<file path="src/rtl/nr_recip_seq.sv">
// nr_recip_seq: fp32 reciprocal controller around an external X*(2-D*X) Newton-Raphson stage.
// Normalises D into [0.5,1), seeds X0 from a LUT, iterates, then rebuilds the exponent.
module nr_recip_seq #(
  parameter int ITERS      = 3,
  parameter int XN_LATENCY = 1
) (
  input  logic        clk,
  input  logic        rst,
  input  logic        in_valid,
  output logic        in_ready,
  input  logic [31:0] in_d,
  output logic        out_valid,
  input  logic        out_ready,
  output logic [31:0] out_recip,
  output logic [2:0]  out_flags,
  output logic        busy,
  output logic [31:0] nr_d,
  output logic [31:0] nr_x,
  input  logic [31:0] nr_xn
);

  localparam int LW = (XN_LATENCY > 1) ? $clog2(XN_LATENCY) : 1;
  localparam logic [2:0]    ROUND_LAST = 3'(ITERS - 1);
  localparam logic [LW-1:0] LAT_LAST   = LW'(XN_LATENCY - 1);

  typedef enum logic [2:0] {
    S_IDLE,
    S_SEED,
    S_ITER,
    S_PACK,
    S_OUT
  } state_e;

  state_e        state_q, state_d;
  logic          sign_q, sign_d;
  logic [7:0]    exp_q, exp_d;
  logic [31:0]   nr_d_q, nr_d_d;
  logic [31:0]   nr_x_q, nr_x_d;
  logic [2:0]    round_q, round_d;
  logic [LW-1:0] lat_q, lat_d;
  logic          out_valid_q, out_valid_d;
  logic [31:0]   out_recip_q, out_recip_d;
  logic [2:0]    out_flags_q, out_flags_d;
  logic [9:0]    pack_r;

  // X0[i] = 32/(17+2i): reciprocal of the midpoint of each 1/16-wide slice of [0.5,1).
  function automatic logic [31:0] seed_lut(input logic [2:0] idx);
    logic [31:0] x0;
    case (idx)
      3'd0:    x0 = 32'h3FF0F0F1;
      3'd1:    x0 = 32'h3FD79436;
      3'd2:    x0 = 32'h3FC30C31;
      3'd3:    x0 = 32'h3FB21643;
      3'd4:    x0 = 32'h3FA3D70A;
      3'd5:    x0 = 32'h3F97B426;
      3'd6:    x0 = 32'h3F8D3DCB;
      default: x0 = 32'h3F842108;
    endcase
    return x0;
  endfunction

  always_comb begin
    state_d     = state_q;
    sign_d      = sign_q;
    exp_d       = exp_q;
    nr_d_d      = nr_d_q;
    nr_x_d      = nr_x_q;
    round_d     = round_q;
    lat_d       = lat_q;
    out_valid_d = out_valid_q;
    out_recip_d = out_recip_q;
    out_flags_d = out_flags_q;
    pack_r      = {2'b00, nr_x_q[30:23]} + 10'd126 - {2'b00, exp_q};

    case (state_q)
      S_IDLE: begin
        if (in_valid) begin
          sign_d = in_d[31];
          exp_d  = in_d[30:23];
          if (in_d[30:23] == 8'd0) begin
            out_recip_d = {in_d[31], 8'hFF, 23'd0};
            out_flags_d = 3'b100;
            out_valid_d = 1'b1;
            state_d     = S_OUT;
          end else if (in_d[30:23] == 8'hFF) begin
            if (in_d[22:0] != 23'd0) begin
              out_recip_d = 32'h7FC00000;
              out_flags_d = 3'b010;
            end else begin
              out_recip_d = {in_d[31], 31'd0};
              out_flags_d = 3'b000;
            end
            out_valid_d = 1'b1;
            state_d     = S_OUT;
          end else begin
            nr_d_d  = {1'b0, 8'd126, in_d[22:0]};
            state_d = S_SEED;
          end
        end
      end
      S_SEED: begin
        nr_x_d  = seed_lut(nr_d_q[22:20]);
        round_d = 3'd0;
        lat_d   = '0;
        state_d = S_ITER;
      end
      S_ITER: begin
        if (lat_q == LAT_LAST) begin
          nr_x_d = nr_xn;
          lat_d  = '0;
          if (round_q == ROUND_LAST) begin
            round_d = 3'd0;
            state_d = S_PACK;
          end else begin
            round_d = round_q + 3'd1;
          end
        end else begin
          lat_d = lat_q + LW'(1);
        end
      end
      S_PACK: begin
        // X lies in (1,2], so its exponent minus the original one restores the scale of 1/D.
        if (pack_r[9] || pack_r == 10'd0) begin
          out_recip_d = {sign_q, 31'd0};
          out_flags_d = 3'b001;
        end else begin
          out_recip_d = {sign_q, pack_r[7:0], nr_x_q[22:0]};
          out_flags_d = 3'b000;
        end
        out_valid_d = 1'b1;
        state_d     = S_OUT;
      end
      S_OUT: begin
        if (out_ready) begin
          out_valid_d = 1'b0;
          state_d     = S_IDLE;
        end
      end
      default: state_d = S_IDLE;
    endcase
  end

  always_ff @(posedge clk) begin
    if (rst) begin
      state_q     <= S_IDLE;
      sign_q      <= 1'b0;
      exp_q       <= 8'd0;
      nr_d_q      <= 32'd0;
      nr_x_q      <= 32'd0;
      round_q     <= 3'd0;
      lat_q       <= '0;
      out_valid_q <= 1'b0;
      out_recip_q <= 32'd0;
      out_flags_q <= 3'd0;
    end else begin
      state_q     <= state_d;
      sign_q      <= sign_d;
      exp_q       <= exp_d;
      nr_d_q      <= nr_d_d;
      nr_x_q      <= nr_x_d;
      round_q     <= round_d;
      lat_q       <= lat_d;
      out_valid_q <= out_valid_d;
      out_recip_q <= out_recip_d;
      out_flags_q <= out_flags_d;
    end
  end

  assign in_ready  = (state_q == S_IDLE);
  assign busy      = (state_q != S_IDLE);
  assign out_valid = out_valid_q;
  assign out_recip = out_recip_q;
  assign out_flags = out_flags_q;
  assign nr_d      = nr_d_q;
  assign nr_x      = nr_x_q;

endmodule

</file>
<file path="config.mk">
export PLATFORM = sky130hd
export DESIGN_NAME = nr_recip_seq
export DESIGN_NICKNAME = d
export VERILOG_FILES = /design/src/rtl/nr_recip_seq.sv
export SDC_FILE = /design/constraint.sdc
export NUM_CORES = 1
export LEC_CHECK = 0
export ABC_CLOCK_PERIOD_IN_PS = 8300
export CAP_MARGIN = 20
export CORE_MARGIN = 5
export CORE_UTILIZATION = 40
export CTS_BUF_LIST = sky130_fd_sc_hd__clkbuf_4 sky130_fd_sc_hd__clkbuf_8
export DETAILED_ROUTE_END_ITERATION = 16
export DONT_BUFFER_PORTS = 1
export PLACE_DENSITY_LB_ADDON = 0.12
export SLEW_MARGIN = 10
export SYNTH_ARGS = -nofsm -noshare
export SYNTH_HDL_FRONTEND = slang
export SYNTH_SLANG_ARGS = --single-unit
</file>
<file path="constraint.sdc">
create_clock -name clk -period 8.3 [get_ports clk]
set_clock_uncertainty 0.15 [all_clocks]
set_input_delay 1.66 -clock clk [delete_from_list [all_inputs] [get_ports clk]]
set_output_delay 1.66 -clock clk [all_outputs]
set_load 0.1 [all_outputs]
</file>
Word level (Yosys, flattened, before mapping)
Cells that the tools add are included.
- eq/ne operators: 17
- multiplexer cells: 32
- add/subtract/negate cells: 4
- bitwise logic cells: 2
- reduce and logical (&&, ||, !) cells: 16
- operator list (cell ; count):
    $pmux W23 S7 ; 1
    $mux W32 ; 5
    $pmux W32 S2 ; 2
    $mux W3 ; 11
    $mux W31 ; 1
    $reduce_bool A23 Y1 ; 1
    $eq A3 B2 Y1 const B ; 5
    $pmux W3 S5 ; 1
    $eq A3 B3 Y1 const B ; 4
    $pmux W3 S2 ; 2
    $reduce_and A4 Y1 ; 3
    $logic_not A10 Y1 ; 1
    $sub A9 B8 Y10 ; 1
    $add A8 B7 Y9 const B ; 1
    $eq A8 B8 Y1 const B ; 1
    $logic_not A8 Y1 ; 1
    $ne A2 B2 Y1 const B ; 4
    $eq A3 B1 Y1 const B ; 2
    $logic_not A3 Y1 ; 2
    $mux W1 ; 6
    $reduce_bool A3 Y1 ; 2
    $reduce_and A2 Y1 ; 2
    $reduce_bool A2 Y1 ; 2
    $add A3 B1 Y3 const B ; 1
    other kinds (8) ; 9
- word-level logic and storage cells: 81
- input bits: 68
- register bits after elaboration: 108

Logic depth before layout (Yosys ltp)
- word-level depth: 6
- gate-level depth with buffers: 13
- mapped depth without buffers: 12

Worst setup path before layout
Ideal clock, no wire load.
- path kind: register to output
- start point: reg state_q[2]
- end point: out busy
- path slack: 3.804 ns
- path buffers: 1
- data arrival time: 2.686 ns
- required time: 6.490 ns
- stages on the path, launching flop included: 4
- cell sequence: dfxtp_1 -> buf_2 -> nor3_2 -> inv_1
- longest elaborated chain between the ends: 1
- ends and longest elaborated chain (item ; line ; source):
    start, declared ; 34 ; state_e state_q, state_d;
    start signal, assigned ; 156 ; state_q <= state_d;
    $reduce_bool A3 Y1 ; 170 ; assign busy = (state_q != S_IDLE);
    end, declared ; 16 ; output logic busy,
No other way between the ends.

Worst setup path in the final report
- start point: reg nr_x_q[24], in the netlist nr_x[24]
- end point: reg out_recip_q[20], in the netlist out_recip[20]
- longest elaborated chain between the ends: 6
- ends and longest elaborated chain (item ; line ; source):
    start, declared ; 38 ; logic [31:0] nr_x_q, nr_x_d;
    start signal, assigned ; 160 ; nr_x_q <= nr_x_d;
    $add A8 B7 Y9 * ; 73 ; pack_r = {2'b00, nr_x_q[30:23]} + 10'd126 - {2'b00, exp_q};
    $sub A9 B8 Y10 * ; 73 ;
    $logic_not A10 Y1 ; 123 ; if (pack_r[9] || pack_r == 10'd0) begin
    $logic_or A1 B1 Y1 * ; 123 ;
    $mux W31 * ; 123 ;
    $pmux W32 S2 * ; 75 ; case (state_q)
    end signal, assigned ; 164 ; out_recip_q <= out_recip_d;
    end, declared ; 42 ; logic [31:0] out_recip_q, out_recip_d;
Mark *: on every way between the ends. The rest lies on a longest branch, timed or not.
A chain may end at the register's enable or synchronous reset.

==> impl_metrics.py <==
metrics = {
    "outcome": {
        "outcome": "complete, no violations",
    },
    "floorplan": {
        "initial_core_util_pct": 40.4,
        "rows": 40,
        "dieHeight_um": 120,
        "fp.dieArea_um2": 14300,
        "die_x_um": 120,
        "core_area_um2": 11900,
        "ios": 170,
    },
    "yosys": {
        "ys_ff_latch": 107,
        "ys_warn_count": 0,
        "synthCells": 571,
        "seq_area_frac_synth_pct": 44.5,
        "synth.distinct_cells": 61,
        "syn_area_um2": 4810,
        "async_reset_ff_share_pct": 0,
        "avgSynthCellArea_um2": 8.43,
        "netlist_top_cells_area": "dfxtp_1 45%, nand2_1 7.8%, a21oi_1 5.8%, nor2_1 4.3%, a22o_1 4.0%",
        "synth_edf_count": 0,
        "synth-main-ff-cell": "dfxtp_1",
        "synth_top_cell_area_share_pct": 44.5,
        "synth_top_cell_by_area": "dfxtp_1",
    },
    "setup_path": {
        "critical_path.cell_chain": "inv_1 -> ha_1 -> inv_1 -> ha_1 -> inv_1 -> fa_1 -> and2b_1 -> o221ai_1 -> a211o_1 -> a21o_2 -> a211oi_4 -> a22o_1",
        "slowest_delay_ns": 1.00,
        "cp-end-kind": "register",
        "critPathLaunchType": "register",
        "cp_common_cell": "inv_1",
        "crit_required_ns": 8.47,
        "path_delay_family": "compound AO/OA/AOI/OAI gates",
        "path_class": "register to register",
        "arrival_ns": 4.58,
        "critical_path.slowest_cell": "dfxtp_1",
        "crit_fanout": 22,
        "crit_buf_inv": 3,
    },
    "drt": {
        "vias_per_cell": 5.66,
        "finalWirelength_um": 13200,
        "wl_per_cell_um": 18.8,
        "dr.pass1.iters": 4,
        "drc": 0,
        "first_iter_violations": 291,
        "antenna_left": 0,
        "vias": 3959,
    },
    "global_route": {
        "grt_max_degree": 87,
        "met2_usage_pct": 26.5,
        "track_usage_pct": 18.2,
        "grt_pass1_wl_um": 20800,
        "antenna_found_initial": 0,
        "use_met3_pct": 6.36,
        "top_usage_layer": "met2",
        "grt_pass1_vias": 3796,
        "grtUsageMet1_pct": 24.5,
        "overflow": 0,
    },
    "clocking": {
        "cts_made_buffers": 9,
        "root_buffer": "clkbuf_8",
        "post_cts_buffers": 0,
        "ctsLongestPathBuffers": 2,
        "clock_sinks": 107,
        "clkLatencyLatePin_ns": 0.39,
        "path_clk_slew_ns": 0.10,
        "cts_tree": "yes",
        "cts_resized": 0,
        "ctsHoldBuffers": 0,
        "cts.htree.levels": 3,
    },
    "sta": {
        "period_share_pct": 53.1,
        "finalMaxSlewViolations": 0,
        "worstMarginPinSlew_ns": 1.10,
        "setup_viol": 0,
        "fmax_ghz": 0.227,
        "slew_headroom_pct": 26.4,
        "report.final.hold_viol_count": 0,
        "rsz0062_at_grt": "no",
        "period_minus_slack_ns": 4.41,
        "tns_ns": 0,
    },
    "final_layout": {
        "fin_nets": 633,
        "area_growth_pct": 6.24,
        "diodes": 0,
        "layout-drive-gt1-share_pct": 7.78,
    },
    "placed_design": {
        "io_buffers": 0,
        "hpwl_um": 9580,
        "place_congestion": 0.764,
    },
    "hold_path": {
        "worstHoldPathType": "register to register",
    },
    "flow_run": {
        "max-cap-violations": 0,
    },
}
-- path summary, 6_finish.rpt --
kind | endpoint | cells past startpoint | slack, ns | from
worst max-delay path | out_recip[20]$_SDFFE_PP0P_ | 12 | 3.89 | nr_x[24]$_SDFFE_PP0N_
worst min-delay path | nr_d[21]$_SDFFE_PP0P_ | 2 | 0.31 | nr_d[21]$_SDFFE_PP0P_
worst max register to register | out_recip[20]$_SDFFE_PP0P_ | 12 | 3.89 | nr_x[24]$_SDFFE_PP0N_
worst min register to register | nr_d[21]$_SDFFE_PP0P_ | 2 | 0.31 | nr_d[21]$_SDFFE_PP0P_
-- layout make-up --
cell class,instances,area [µm²]
fillers,1217,6800
multi-input cells,391,2340
flip-flops and latches,107,2150
well taps,147,184
clock buffers,9,124
inverters,31,116
clock inverters,7,108
repair buffers,8,96.3
-- Yosys cell counts (5+ instances only) --
cell / count
a211oi_1: 11
a21oi_1: 56
a221oi_1: 5
a22o_1: 22
a22oi_1: 13
buf_2: 8
buf_4: 9
clkbuf_1: 22
dfxtp_1: 107
ha_1: 15
inv_1: 31
nand2_1: 100
nand3_1: 8
nor2_1: 55
nor3_1: 11
nor4_1: 6
o21ai_0: 7
o22ai_1: 9
-- per-layer routing --
metal  part of all wire, %  routed length, µm
met1                    45               5960
met2                    44               5800
met3                   8.9               1170
met4                   2.0                261
met5                     0                  0
-- stage by stage --
step / util [%] / cells / hold slack [ns] / worst slack [ns] / area (µm²)
floorplan: - / 573 / 0.286 / 3.80 / 4820
global placement: 40.7 / 682 / 0.291 / 4.04 / 4850
detailed placement: 40.7 / 682 / 0.292 / 3.94 / 4850
CTS: 42.7 / 698 / 0.309 / 3.83 / 5080
global route: 42.9 / 700 / 0.322 / 3.61 / 5110
finish: 42.9 / 700 / 0.314 / 3.89 / 5110
-- cells by family (layout without fill, tap and decap cells) --
| group | count (synthesis) | in the layout | share of synthesized area (%) |
|---|---|---|---|
| compound gates | 157 | 157 | 23.2 |
| xor+xnor | 5 | 5 | 0.910 |
| fa+ha+maj | 17 | 17 | 4.73 |
| buf+inv | 75 | 55 | 7.23 |
| flops | 107 | 107 | 44.5 |
| mux | 1 | 1 | 0.234 |
| other cells | 1 | 3 | 0.0779 |
| simple gates | 208 | 208 | 19.1 |
-- tightest hold or removal path, delay by kind of cell (launching register included) --
family	cells	cell delay, ns
simple gates	1	0.05
compound gates	1	0.05
flops	1	0.32
-- flip-flops by register name (all words and copies together), names as in the netlist --
register,count
exp_q,8
nr_x,32
out_recip,32
out_flags,3
state_q,3
sign_q,1
out_valid,1
nr_d,24
round_q,3
-- placed cells by master (no fill, tap or decap), types with 11 or more instances in the layout --
cell type	netlist	layout
a21oi_1	56	56
ha_1	15	15
inv_1	31	31
a211oi_1	11	11
nand2_1	100	100
dfxtp_1	107	106
a22o_1	22	22
nor3_1	11	11
a22oi_1	13	13
nor2_1	55	54
Power is left out: the tool's default activity adds up to more than one toggle a clock period on the data nets, which glitch-free logic cannot reach.
